$ cat src/rtl/multicycle_vec_controller_if.sv
// Control bus between the multicycle vector controller and its datapath.
// The master side is the controller: it consumes the instruction field,
// ALU flags and the memory-ready handshake, and drives every datapath
// select and write strobe. The slave side is the datapath / memory.
//   Instr[19:0]  Instr[31:12] from the instruction register
//   ALUFlags     NZCV from the ALU
//   MemReady     memory completes the current access this cycle
//   PCWrite, IRWrite, MemWrite, RegWrite, VecWrite, Done   strobes
//   AdrSrc, ALUSrcA, ALUSrcB, ALUControl, ResultSrc, ImmSrc, RegSrc, VecLane
interface multicycle_vec_controller_if #(
    parameter int LANE_W = 2
);
    logic [19:0]       Instr;
    logic [3:0]        ALUFlags;
    logic              MemReady;
    logic              PCWrite;
    logic              AdrSrc;
    logic              IRWrite;
    logic              MemWrite;
    logic              RegWrite;
    logic              VecWrite;
    logic              ALUSrcA;
    logic [1:0]        ALUSrcB;
    logic [3:0]        ALUControl;
    logic [1:0]        ResultSrc;
    logic [1:0]        ImmSrc;
    logic [1:0]        RegSrc;
    logic [LANE_W-1:0] VecLane;
    logic              Done;

    modport master (
        input  Instr, ALUFlags, MemReady,
        output PCWrite, AdrSrc, IRWrite, MemWrite, RegWrite, VecWrite,
               ALUSrcA, ALUSrcB, ALUControl, ResultSrc, ImmSrc, RegSrc,
               VecLane, Done
    );

    modport slave (
        output Instr, ALUFlags, MemReady,
        input  PCWrite, AdrSrc, IRWrite, MemWrite, RegWrite, VecWrite,
               ALUSrcA, ALUSrcB, ALUControl, ResultSrc, ImmSrc, RegSrc,
               VecLane, Done
    );
endinterface

$ cat src/rtl/multicycle_vec_controller.sv
// Multicycle ARM-style controller with a vector extension.
// A state machine sequences fetch, decode, execute, memory and writeback,
// waiting on MemReady in the memory states. Op=11 runs one ALU operation
// over VEC_LANES lanes, two cycles per lane (VEXEC then VECWB).
// Ports:
//   clk    rising-edge clock
//   reset  asynchronous, active-low
//   bus    controller side of multicycle_vec_controller_if (see interface)
module multicycle_vec_controller #(
    parameter int VEC_LANES = 4,
    parameter int LANE_W    = 2
) (
    input  logic                         clk,
    input  logic                         reset,
    multicycle_vec_controller_if.master  bus
);

    localparam logic [3:0] FETCH  = 4'd0;
    localparam logic [3:0] DECODE = 4'd1;
    localparam logic [3:0] MEMADR = 4'd2;
    localparam logic [3:0] MEMRD  = 4'd3;
    localparam logic [3:0] MEMWB  = 4'd4;
    localparam logic [3:0] MEMWR  = 4'd5;
    localparam logic [3:0] EXECR  = 4'd6;
    localparam logic [3:0] EXECI  = 4'd7;
    localparam logic [3:0] ALUWB  = 4'd8;
    localparam logic [3:0] BRANCH = 4'd9;
    localparam logic [3:0] VEXEC  = 4'd10;
    localparam logic [3:0] VECWB  = 4'd11;

    localparam logic [3:0] ALU_ADD = 4'b0000;
    localparam logic [3:0] ALU_SUB = 4'b0001;
    localparam logic [3:0] ALU_AND = 4'b0010;
    localparam logic [3:0] ALU_ORR = 4'b0011;
    localparam logic [3:0] ALU_EOR = 4'b0100;
    localparam logic [3:0] ALU_MOV = 4'b0101;

    localparam logic [LANE_W-1:0] LAST_LANE = LANE_W'(VEC_LANES - 1);

    logic [3:0]        state;
    logic [3:0]        state_n;
    logic [3:0]        flags;      // {N, Z, C, V}
    logic [LANE_W-1:0] lane;
    logic [LANE_W-1:0] lane_n;

    // Instruction fields (bus.Instr bit k is Instr[k+12]).
    logic [3:0] cond;
    logic [1:0] op;
    logic [5:0] funct;
    logic [3:0] cmd;
    logic       sbit;
    logic [3:0] rd;
    logic       unused_rn;

    assign cond      = bus.Instr[19:16];
    assign op        = bus.Instr[15:14];
    assign funct     = bus.Instr[13:8];
    assign cmd       = funct[4:1];
    assign sbit      = funct[0];
    assign rd        = bus.Instr[3:0];
    assign unused_rn = ^bus.Instr[7:4];

    logic [3:0] dec_alc;
    logic       is_cmp;
    logic       cv_cmd;
    logic       rd_pc;
    logic       cond_ex;

    assign is_cmp = (cmd == 4'b1010);
    assign cv_cmd = (cmd == 4'b0100) || (cmd == 4'b0010) || is_cmp;
    assign rd_pc  = (rd == 4'd15);

    always_comb begin
        case (cmd)
            4'b0100: dec_alc = ALU_ADD;
            4'b0010: dec_alc = ALU_SUB;
            4'b0000: dec_alc = ALU_AND;
            4'b1100: dec_alc = ALU_ORR;
            4'b0001: dec_alc = ALU_EOR;
            4'b1101: dec_alc = ALU_MOV;
            4'b1010: dec_alc = ALU_SUB;
            default: dec_alc = ALU_ADD;
        endcase
    end

    // ARM condition table; 1111 is treated as never.
    always_comb begin
        logic n, z, c, v;
        {n, z, c, v} = flags;
        case (cond)
            4'b0000: cond_ex = z;
            4'b0001: cond_ex = ~z;
            4'b0010: cond_ex = c;
            4'b0011: cond_ex = ~c;
            4'b0100: cond_ex = n;
            4'b0101: cond_ex = ~n;
            4'b0110: cond_ex = v;
            4'b0111: cond_ex = ~v;
            4'b1000: cond_ex = c & ~z;
            4'b1001: cond_ex = ~(c & ~z);
            4'b1010: cond_ex = (n == v);
            4'b1011: cond_ex = (n != v);
            4'b1100: cond_ex = ~z & (n == v);
            4'b1101: cond_ex = ~(~z & (n == v));
            4'b1110: cond_ex = 1'b1;
            default: cond_ex = 1'b0;
        endcase
    end

    logic       pcw;
    logic       adr;
    logic       irw;
    logic       mw;
    logic       rw;
    logic       vw;
    logic       sa;
    logic [1:0] sb;
    logic [3:0] alc;
    logic [1:0] rs;
    logic       done;

    always_comb begin
        state_n = state;
        lane_n  = lane;
        pcw     = 1'b0;
        adr     = 1'b0;
        irw     = 1'b0;
        mw      = 1'b0;
        rw      = 1'b0;
        vw      = 1'b0;
        sa      = 1'b0;
        sb      = 2'b00;
        alc     = ALU_ADD;
        rs      = 2'b00;
        done    = 1'b0;
        case (state)
            FETCH: begin
                sa  = 1'b1;
                sb  = 2'b10;
                rs  = 2'b10;
                irw = bus.MemReady;
                pcw = bus.MemReady;
                if (bus.MemReady) state_n = DECODE;
            end
            DECODE: begin
                sa = 1'b1;
                sb = 2'b10;
                if (!cond_ex) begin
                    state_n = FETCH;
                    done    = 1'b1;
                end else begin
                    case (op)
                        2'b00:   state_n = funct[5] ? EXECI : EXECR;
                        2'b01:   state_n = MEMADR;
                        2'b10:   state_n = BRANCH;
                        default: begin
                            state_n = VEXEC;
                            lane_n  = '0;
                        end
                    endcase
                end
            end
            MEMADR: begin
                sb      = 2'b01;
                state_n = funct[0] ? MEMRD : MEMWR;
            end
            MEMRD: begin
                adr = 1'b1;
                if (bus.MemReady) state_n = MEMWB;
            end
            MEMWR: begin
                adr = 1'b1;
                mw  = 1'b1;
                if (bus.MemReady) begin
                    state_n = FETCH;
                    done    = 1'b1;
                end
            end
            MEMWB: begin
                rs      = 2'b01;
                pcw     = rd_pc;
                rw      = ~rd_pc;
                state_n = FETCH;
                done    = 1'b1;
            end
            EXECR: begin
                alc     = dec_alc;
                state_n = ALUWB;
            end
            EXECI: begin
                sb      = 2'b01;
                alc     = dec_alc;
                state_n = ALUWB;
            end
            ALUWB: begin
                // CMP writes nothing back, not even to the PC.
                pcw     = ~is_cmp & rd_pc;
                rw      = ~is_cmp & ~rd_pc;
                state_n = FETCH;
                done    = 1'b1;
            end
            BRANCH: begin
                sb      = 2'b01;
                rs      = 2'b10;
                pcw     = 1'b1;
                state_n = FETCH;
                done    = 1'b1;
            end
            VEXEC: begin
                alc     = dec_alc;
                state_n = VECWB;
            end
            VECWB: begin
                vw = 1'b1;
                if (lane == LAST_LANE) begin
                    lane_n  = '0;
                    state_n = FETCH;
                    done    = 1'b1;
                end else begin
                    lane_n  = lane + LANE_W'(1);
                    state_n = VEXEC;
                end
            end
            default: begin
                state_n = FETCH;
                lane_n  = '0;
            end
        endcase
    end

    always_ff @(posedge clk or negedge reset) begin
        if (!reset) begin
            state <= FETCH;
            flags <= '0;
            lane  <= '0;
        end else begin
            state <= state_n;
            lane  <= lane_n;
            if (state == EXECR || state == EXECI) begin
                if (sbit)          flags[3:2] <= bus.ALUFlags[3:2];
                if (sbit & cv_cmd) flags[1:0] <= bus.ALUFlags[1:0];
            end
        end
    end

    // Strobes are held low for as long as reset is asserted.
    assign bus.PCWrite    = pcw  & reset;
    assign bus.IRWrite    = irw  & reset;
    assign bus.MemWrite   = mw   & reset;
    assign bus.RegWrite   = rw   & reset;
    assign bus.VecWrite   = vw   & reset;
    assign bus.Done       = done & reset;
    assign bus.AdrSrc     = adr;
    assign bus.ALUSrcA    = sa;
    assign bus.ALUSrcB    = sb;
    assign bus.ALUControl = alc;
    assign bus.ResultSrc  = rs;
    assign bus.ImmSrc     = op;
    assign bus.RegSrc     = {(op == 2'b01) & ~funct[0], (op == 2'b10)};
    assign bus.VecLane    = lane;

endmodule
$ cat src/flat_wrapper.sv
// flat-port wrapper written by rule: the top's interface ports become plain ports
module multicycle_vec_controller_flat 
#(
    parameter int VEC_LANES = 4,
    parameter int LANE_W    = 2
)
  (clk, reset, bus_Instr, bus_ALUFlags, bus_MemReady, bus_PCWrite, bus_AdrSrc, bus_IRWrite, bus_MemWrite, bus_RegWrite, bus_VecWrite, bus_ALUSrcA, bus_ALUSrcB, bus_ALUControl, bus_ResultSrc, bus_ImmSrc, bus_RegSrc, bus_VecLane, bus_Done);
  multicycle_vec_controller_if #(.LANE_W(LANE_W)) bus_i ();
  input  logic clk;
  input  logic reset;
  input wire logic [$bits(bus_i.Instr)-1:0] bus_Instr;
  input wire logic [$bits(bus_i.ALUFlags)-1:0] bus_ALUFlags;
  input wire logic [$bits(bus_i.MemReady)-1:0] bus_MemReady;
  output wire logic [$bits(bus_i.PCWrite)-1:0] bus_PCWrite;
  output wire logic [$bits(bus_i.AdrSrc)-1:0] bus_AdrSrc;
  output wire logic [$bits(bus_i.IRWrite)-1:0] bus_IRWrite;
  output wire logic [$bits(bus_i.MemWrite)-1:0] bus_MemWrite;
  output wire logic [$bits(bus_i.RegWrite)-1:0] bus_RegWrite;
  output wire logic [$bits(bus_i.VecWrite)-1:0] bus_VecWrite;
  output wire logic [$bits(bus_i.ALUSrcA)-1:0] bus_ALUSrcA;
  output wire logic [$bits(bus_i.ALUSrcB)-1:0] bus_ALUSrcB;
  output wire logic [$bits(bus_i.ALUControl)-1:0] bus_ALUControl;
  output wire logic [$bits(bus_i.ResultSrc)-1:0] bus_ResultSrc;
  output wire logic [$bits(bus_i.ImmSrc)-1:0] bus_ImmSrc;
  output wire logic [$bits(bus_i.RegSrc)-1:0] bus_RegSrc;
  output wire logic [$bits(bus_i.VecLane)-1:0] bus_VecLane;
  output wire logic [$bits(bus_i.Done)-1:0] bus_Done;
  assign bus_i.Instr = bus_Instr;
  assign bus_i.ALUFlags = bus_ALUFlags;
  assign bus_i.MemReady = bus_MemReady;
  assign bus_PCWrite = bus_i.PCWrite;
  assign bus_AdrSrc = bus_i.AdrSrc;
  assign bus_IRWrite = bus_i.IRWrite;
  assign bus_MemWrite = bus_i.MemWrite;
  assign bus_RegWrite = bus_i.RegWrite;
  assign bus_VecWrite = bus_i.VecWrite;
  assign bus_ALUSrcA = bus_i.ALUSrcA;
  assign bus_ALUSrcB = bus_i.ALUSrcB;
  assign bus_ALUControl = bus_i.ALUControl;
  assign bus_ResultSrc = bus_i.ResultSrc;
  assign bus_ImmSrc = bus_i.ImmSrc;
  assign bus_RegSrc = bus_i.RegSrc;
  assign bus_VecLane = bus_i.VecLane;
  assign bus_Done = bus_i.Done;
  multicycle_vec_controller #(.VEC_LANES(VEC_LANES), .LANE_W(LANE_W)) u_core (.clk(clk), .reset(reset), .bus(bus_i));
endmodule
$ cat config.mk
export PLATFORM = sky130hd
export DESIGN_NAME = multicycle_vec_controller_flat
export DESIGN_NICKNAME = d
export VERILOG_FILES = /design/src/rtl/multicycle_vec_controller_if.sv /design/src/rtl/multicycle_vec_controller.sv /design/src/flat_wrapper.sv
export SDC_FILE = /design/constraint.sdc
export NUM_CORES = 1
export LEC_CHECK = 0
export ABC_AREA = 1
export CAP_MARGIN = 10
export CORE_MARGIN = 3
export CORE_UTILIZATION = 42
export CTS_BUF_LIST = sky130_fd_sc_hd__clkbuf_2 sky130_fd_sc_hd__clkbuf_4 sky130_fd_sc_hd__clkbuf_8
export DETAILED_ROUTE_END_ITERATION = 10
export GPL_TIMING_DRIVEN = 0
export PLACE_DENSITY = 0.92
export SLEW_MARGIN = 20
export SYNTH_ARGS = -nofsm -noshare
export SYNTH_HDL_FRONTEND = slang
export SYNTH_SLANG_ARGS = --single-unit
$ cat constraint.sdc
create_clock -name clk -period 2.35 [get_ports clk]
set_clock_uncertainty 0.1 [all_clocks]
set_input_delay 0.705 -clock clk [delete_from_list [all_inputs] [get_ports clk]]
set_output_delay 0.705 -clock clk [all_outputs]
set_load 0.03 [all_outputs]
Word-level counts from Yosys, hierarchy flattened
Cells that the tools add are included.

Register bits after elaboration: 10. Input port bits: 27. Logic and storage cells: 119.

Reductions and logical operators: 21. Add/sub/neg operators: 1. Bitwise operators: 22. Multiplexer cells: 29. Equality and inequality tests: 42.

Operators by type and width (number): 4-bit == test, second input constant (15); 4-bit by 3-bit == test with 1-bit output, second input constant (9); 4-bit one-hot mux with 8 select lines (1); 4-bit by 2-bit == test with 1-bit output, second input constant (5); 4-bit two-way mux (5); 1-bit one-hot mux with 15 select lines (1); 3-bit one-hot mux with 5 select lines (1); 1-bit bitwise AND (12); 4-bit by 1-bit == test with 1-bit output, second input constant (3); 4-bit zero test (3); 4-bit one-hot mux with 3 select lines (1); 3-bit OR reduction (4); 1-bit inverter (10); 10-bit OR reduction (1); 2-bit OR reduction (5); 1-bit two-way mux (9); 2-bit inequality test, second input constant (4); 1-bit one-hot mux with 4 select lines (2); 2-bit one-hot mux with 2 select lines (2); 2-bit two-way mux (3); 3-bit two-way mux (2); 2-bit one-hot mux with 3 select lines (1); 3-bit AND reduction (2); 2-bit == test, second input constant (2); other kinds (9) (12).

Longest topological paths before layout
Gate-level depths: netlist of the first run.

Word-level depth: 7. Depth in mapped cells: 12. Gate-level depth less buffers: 12.

Worst setup path after synthesis of the first run
OpenSTA, ideal clock, no wires.

Kind: input port to output port. From: in bus_Instr[11]. To: out bus_ALUControl[2]. Arrival time: 1.948 ns. Path buffers: 0. Stages: 2. Data required time: 1.545 ns. Slack: -0.403 ns. Path through: xor2_1 a2111oi_1.

Longest elaborated chain between the ends: 4.

Ends and longest elaborated chain: from (decl) (RTL line flat_wrapper.sv:11) `input wire logic [$bits(bus_i.Instr)-1:0] bus_Instr;`; 4-bit by 2-bit == test with 1-bit output / 4-bit == test (equally long branches) (RTL line multicycle_vec_controller.sv:74) `case (cmd)`; 2-bit OR reduction (no source line); 3-bit one-hot mux with 5 select lines (*) (RTL line multicycle_vec_controller.sv:74); 3-bit two-way mux (*) (RTL line multicycle_vec_controller.sv:136) `case (state)`; to (decl) (RTL line flat_wrapper.sv:22) `output wire logic [$bits(bus_i.ALUControl)-1:0] bus_ALUControl;`.

Mark *: on every way between the ends. The rest lies on a longest branch, timed or not.

Worst setup path after layout of the first run
From: in bus_Instr[16]. To: out bus_Done.

Longest elaborated chain between the ends: 5.

Ends and longest elaborated chain: 4-bit == test, or another cell as far along (RTL line multicycle_vec_controller.sv:90) `case (cond)`; 1-bit one-hot mux with 15 select lines (*) (RTL line multicycle_vec_controller.sv:90); 1-bit two-way mux (*) (RTL line multicycle_vec_controller.sv:148) `if (!cond_ex) begin`; 1-bit one-hot mux with 4 select lines (*) (RTL line multicycle_vec_controller.sv:136); 1-bit bitwise AND (*) (RTL line multicycle_vec_controller.sv:252) `assign bus.Done = done & reset;`; to (decl) (RTL line flat_wrapper.sv:27) `output wire logic [$bits(bus_i.Done)-1:0] bus_Done;`.

Marks and branches as above.

==> results.sh, run 1 <==
export IMPL_track_usage=0.224
export IMPL_path_max_fanout=5
export IMPL_setup_violations=6
export IMPL_core_mm2=0.00250
export IMPL_ys_flop_type="dfrtp_1"
export IMPL_clkSinkCount=10
export IMPL_vias=1504
export IMPL_critPathArrivalTime_ns=1.80
export IMPL_grt_max_degree=14
export IMPL_clk_pin_slew_ns=0.07
export IMPL_synth_xor_area_frac=0.00788
export IMPL_routed_wl_mm=3.95
export IMPL_ios=49
export IMPL_synthToLayoutAreaGrowth_pct=67.8
export IMPL_peakVddDrop_v=0.00106
export IMPL_synth_top_cell_area_share=0.225
export IMPL_muxShareOfSynthArea=0
export IMPL_drive_gt1_frac=0.414
export IMPL_end_kind="output pin"
export IMPL_violations="negative setup slack"
export IMPL_antenna_found_initial=0
export IMPL_clock_latency_ns=0.27
export IMPL_rsz0062_at_grt="yes"
export IMPL_synth_largest_area_cell="dfrtp_1"
export IMPL_synth_area_top_cells="dfrtp_1, nand2_1, nor2_1"
export IMPL_run_status="finished with violations"
export IMPL_holdWs_ns=0.166
export IMPL_synth_simple_area_share=0.511
export IMPL_start_util=0.444
export IMPL_grt_pass1_wl_mm=5.86
export IMPL_syn_area_mm2=0.00111
export IMPL_grt_pass1_vias=1313
export IMPL_ys_seq_area_frac=0.225
export IMPL_nNetsFinal=285
export IMPL_finalNonFillerCells=286
export IMPL_grt_remaining_overflow=0
export IMPL_avgRoutedWirePerCell_um=13.8
export IMPL_antenna_cells=0
export IMPL_drc=0
export IMPL_synthDistinctLibCells=27
export IMPL_cts_inserted_buffers=3
export IMPL_layout_setup_ws_ns=-0.254
export IMPL_synth_compound_area_share=0.108
export IMPL_period_share=1.11
export IMPL_die_w_um=57.4
export IMPL_worstPathRequired_ns=1.54
export IMPL_row_count=18
export IMPL_cts_root_buf="clkbuf_4"
export IMPL_yosysWarnings=0
export IMPL_routed_via_density=5.26
export IMPL_postRouteAntennaNets=0
export IMPL_max_freq_ghz=0.384
export IMPL_maxCapViolCount=0
export IMPL_htreeDepth=1
export IMPL_numPortBuffers=43
export IMPL_firstDrtPassIters=5
export IMPL_synth_top_family_by_area="simple AND/OR/NAND/NOR gates"
export IMPL_power_leakage_nw=0.983
export IMPL_synthArstFlopShare=1.00
export IMPL_gp_congestion=0.834
export IMPL_dp_cells=267
export IMPL_fp_dieH_um=57.4
export IMPL_path_class="in -> out"
export IMPL_drt_first_iter_violations=105
export IMPL_synth_edf_count=0
export IMPL_cts_buffer_depth=2
export IMPL_startpoint_type="input port"
export IMPL_synth_cells=194
export IMPL_syn_avg_cell_area_um2=5.73
export IMPL_hold_class="in -> async"
export IMPL_die_area_mm2=0.00330
export IMPL_hpwlAfterDp_mm=2.45
export IMPL_syn_nets=222
export IMPL_fin_crit_ns=2.60
export IMPL_finalHoldViolations=0
export IMPL_post_route_util=0.746
export IMPL_cts_tree="built"
export IMPL_slew_violations=0
export IMPL_power_density_mw_per_mm2=999
export IMPL_synth_seq_cells=10
export IMPL_synth_fa_ha_area_frac=0.0113
[power breakdown]
group	internal [mW]	total [mW]	switching (mW)
registers	0.235	0.303	0.0681
clock network	0.0942	0.158	0.0641
logic	0.524	1.40	0.877
[cell type report]
class	instances	area, um^2
Inverter	32	128
Fill cell	184	636
Sequential cell	10	255
Timing Repair Buffer	59	529
Buffer	3	22.5
Multi-Input combinational cell	148	856
Clock buffer	4	36.3
Tap cell	30	37.5
[critical path: stages]
cell and delay (ns):
buf_12 0.12, inv_4 0.06, nor2_4 0.04, nand2_1 0.06, nand3_1 0.10, nand2_1 0.08, nand2_1 0.06, nor2_2 0.12
nand3_2 0.13, nand3_2 0.09, nand2_1 0.05, inv_1 0.07, buf_6 0.12
[cells in the final DEF (no fill, tap or decap), types with 8 or more instances in the layout]
master         Yosys  final
inv_2              9     12
nor2_1            26     19
nand3_1           15     11
buf_6              0      8
dlygate4sd2_1      0      9
nor2_4             2      9
inv_1             23     17
nand2_1           58     54
nor2_2            10     10
buf_4              3     24
[kinds of logic (layout without fill, tap and decap cells)]
group,Yosys count,in the layout
AND/OR/NAND/NOR,125,125
XOR/XNOR,1,1
flip-flops,10,10
buffers and inverters,36,98
other,1,1
adder cells (fa/ha/maj),1,1
AO/OA/AOI/OAI,20,20
[cells in the mapped netlist, types with 2 or more instances]
cell type / count
nand2_2: 4
a21oi_1: 5
o211ai_1: 3
nor2_1: 26
nand2_1: 58
inv_1: 23
nor3_1: 3
or2_1: 2
nor2_2: 10
nand3b_1: 2
dfrtp_1: 10
nand4_1: 2
nand3_1: 15
buf_4: 3
o21ai_0: 6
a31oi_1: 2
inv_2: 9
nor2_4: 2
[registers in the layout (all words and copies together) (netlist names)]
register            count
u_core.bus.VecLane      2
u_core.state            4
u_core.flags            4
[final timing paths]
check | end | slack, ns | startpoint | cells after the start
max | bus_Done | -0.25 | bus_Instr[16] | 13
min | u_core.state[2] | 0.17 | reset | 1
max reg2reg | u_core.bus.VecLane[1] | 0.53 | u_core.state[3] | 9
min reg2reg | u_core.bus.VecLane[1] | 0.42 | u_core.bus.VecLane[1] | 2
max in group asynchronous | u_core.state[3] | 1.81 | reset | 1
min in group clk | u_core.bus.VecLane[1] | 0.42 | u_core.bus.VecLane[1] | 2
[layer usage]
layer / up-vias / track usage / share of wire
met5: - / 0 / 0
met4: 0 / 0.0927 / 0.033
met3: 17 / 0.0317 / 0.082
met2: 86 / 0.384 / 0.50
met1: 674 / 0.280 / 0.39
li1: 727 / - / -
[metrics by stage]
stage	instance area, um^2	power [mW]	TNS [ns]	setup WS [ns]
after CTS	1690	1.59	-0.479	-0.241
after global placement	1600	1.38	-10.93	-1.24
after detailed placement	1600	1.39	-11.07	-1.29
final	1860	1.86	-0.614	-0.254
after floorplan	1130	1.04	0	0.00399
after global routing	1860	1.98	-0.973	-0.311
[timing repair]
item / in CTS / in global routing
setup buffers: 5 / 11
pin swaps: 11 / 18
setup endpoints to repair: 19 / 16
cloned: 0 / 0
hold buffers: 0 / 0
resized for setup: 157 / 46
(Power assumes the default switching activity.)
==> run 2, diff against run 1 <==
--- a/config.mk
+++ b/config.mk
@@ -7,7 +7,6 @@
 export LEC_CHECK = 0
 export ABC_AREA = 1
 export CAP_MARGIN = 10
-export CORE_MARGIN = 3
 export CORE_UTILIZATION = 42
 export CTS_BUF_LIST = sky130_fd_sc_hd__clkbuf_2 sky130_fd_sc_hd__clkbuf_4 sky130_fd_sc_hd__clkbuf_8
 export DETAILED_ROUTE_END_ITERATION = 10
==> run 2 against run 1 <==
Net effect:
- the run still ends with negative setup slack left
- flip-flop and latch count stayed put
- die area is 13% lower
- worst hold slack better by 0.0055 ns
- via count is 5.2% higher
- maximum frequency is 1.1% higher
- utilization is 3.8 points higher
- critical path depth stayed put
- critical path type unchanged
- clock power hardly changed
- first-iteration DRC count is 49% lower
- largest cell class unchanged
- global-route usage is 5.4 points higher
- sequential share of layout area is 0.61 points lower
==> results.sh, run 2 (same netlist as run 1, synthesis figures left out) <==
export IMPL_power_leakage_nw=1.01
export IMPL_seq_power_share=0.153
export IMPL_cts_root_buf="clkbuf_4"
export IMPL_max_freq_ghz=0.388
export IMPL_grt_pass1_vias=1317
export IMPL_track_usage=0.278
export IMPL_ios=49
export IMPL_end_kind="output pin"
export IMPL_layout_commonest_cell="nand2_1"
export IMPL_netSwitchingFraction=0.548
export IMPL_nNetsFinal=293
export IMPL_routed_wl_mm=4.39
export IMPL_drt_first_iter_violations=54
export IMPL_maxCapViolCount=0
export IMPL_layout_setup_ws_ns=-0.225
export IMPL_path_class="in -> out"
export IMPL_path_max_fanout=5
export IMPL_avgRoutedWirePerCell_um=14.9
export IMPL_synthToLayoutAreaGrowth_pct=74.8
export IMPL_cts_tree="built"
export IMPL_row_count=18
export IMPL_finalNonFillerCells=294
export IMPL_clock_latency_ns=0.26
export IMPL_rsz0062_at_grt="yes"
export IMPL_fp_dieH_um=53.4
export IMPL_period_share=1.10
export IMPL_hpwlAfterDp_mm=2.37
export IMPL_grt_max_degree=14
export IMPL_finalHoldViolations=0
export IMPL_run_status="finished with violations"
export IMPL_postRouteAntennaNets=0
export IMPL_regArea_um2=254
export IMPL_antenna_cells=0
export IMPL_net_switching_power_mw=1.10
export IMPL_htreeDepth=1
export IMPL_clkSinkCount=10
export IMPL_core_mm2=0.00248
export IMPL_grt_remaining_overflow=0
export IMPL_fillers=176
export IMPL_fin_total_pwr_mw=2.01
export IMPL_grt_pass1_wl_mm=5.57
export IMPL_fin_crit_ns=2.58
export IMPL_numPortBuffers=43
export IMPL_routed_via_density=5.38
export IMPL_multiInputGateArea_um2=895
export IMPL_start_util=0.448
export IMPL_gp_congestion=0.882
export IMPL_antenna_found_initial=0
export IMPL_timing_rr_start="u_core.state[2]"
export IMPL_worstPathRequired_ns=1.54
export IMPL_drc=0
export IMPL_die_w_um=53.4
export IMPL_setup_violations=3
export IMPL_clk_pin_slew_ns=0.07
export IMPL_critPathArrivalTime_ns=1.77
export IMPL_combPwrFrac=0.769
export IMPL_cts_hold_buf=0
export IMPL_startpoint_type="input port"
export IMPL_violations="negative setup slack"
export IMPL_r2r_slack_ns=0.22
export IMPL_vias=1582
export IMPL_firstDrtPassIters=4
export IMPL_die_area_mm2=0.00286
export IMPL_slew_violations=0
export IMPL_r2r_end="u_core.bus.VecLane[0]"
export IMPL_power_density_mw_per_mm2=1040
export IMPL_cts_buffer_depth=2
export IMPL_cts_inserted_buffers=3
export IMPL_drive_gt1_frac=0.443
export IMPL_peakVddDrop_v=0.00105
export IMPL_p_clk_frac=0.078
export IMPL_dp_cells=267
export IMPL_hold_class="in -> async"
export IMPL_final_cell_mix="nand2_1, buf_4, nor2_1"
export IMPL_intPower_mw=0.910
export IMPL_reg2reg_depth=11
==> run 2: cell types whose count changed in the layout (fill, tap and decap cells not counted), moves of 2 or more <==
| cell | change |
|---|---|
| dlygate4sd2_1 | -2 |
| nand2_1 | -4 |
| nor2_4 | +2 |
| nand2_2 | +3 |
| buf_4 | +9 |
| inv_2 | -2 |
| nor2_2 | -2 |
| buf_2 | +2 |
| buf_12 | -2 |
==> run 2: stage by stage <==
step | util | setup TNS [ns] | cell area [um^2] | hold WS (ns) | setup slack [ns]
final | 0.784 | -0.490 | 1940 | 0.172 | -0.225
after global routing | 0.784 | -0.957 | 1940 | 0.162 | -0.325
after CTS | 0.689 | -0.431 | 1710 | 0.172 | -0.243
after detailed placement | 0.644 | -11.26 | 1600 | 0.414 | -1.28
after global placement | 0.644 | -10.79 | 1600 | 0.409 | -1.25
after floorplan | - | 0 | 1130 | 0.309 | 0.00399
==> run 2: cell type report <==
cell class,count,area share
Multi-Input combinational cell,148,0.461
Tap cell,30,0.0193
Inverter,32,0.0670
Sequential cell,10,0.131
Clock buffer,4,0.0187
Buffer,3,0.0116
Timing Repair Buffer,67,0.292
==> run 2: worst max-delay path: stages <==
cell and delay, ns:
buf_12 0.11, nand2_4 0.06, inv_4 0.04, nand3_2 0.05, nand2_1 0.05, nor2_1 0.08, nand2_1 0.07, nor2_2 0.14
nand3_2 0.12, nand3_2 0.10, nand2_2 0.05, inv_2 0.06, buf_6 0.12
==> run 2: worst max-delay path by stage <==
stage	slack [ns]	startpoint	to	cells past startpoint
6_report	-0.23	bus_Instr[16]	bus_Done	13
2_1_floorplan	0.004	u_core.state[1]	bus_PCWrite	7
5_1_grt	-0.32	bus_Instr[16]	bus_Done	13
3_3_place_gp	-1.25	bus_Instr[17]	bus_Done	12
4_1_cts	-0.24	bus_Instr[17]	bus_Done	13
3_5_place_dp	-1.28	bus_Instr[17]	bus_Done	12
==> run 2: what timing repair did <==
item | CTS | global route
buffers inserted | 5 | 19
pin swaps | 10 | 16
gates cloned | 0 | 0
setup endpoints to repair | 19 | 18
gates resized for setup | 156 | 58
==> run 2: power groups by stage <==
stage          Clock [mW]  Sequential (mW)  Combinational, mW
2_1_floorplan           0            0.288              0.752
3_3_place_gp            0            0.287               1.08
3_5_place_dp            0            0.291               1.10
4_1_cts             0.155            0.305               1.18
5_1_grt             0.172            0.313               1.63
6_report            0.156            0.308               1.55
==> run 2: per-layer routing <==
metal	up-vias	track usage	routed length, um
li1	743	-	-
met1	711	0.316	1600
met2	104	0.485	2210
met3	24	0.0230	332
met4	0	0.189	248
met5	-	0	0
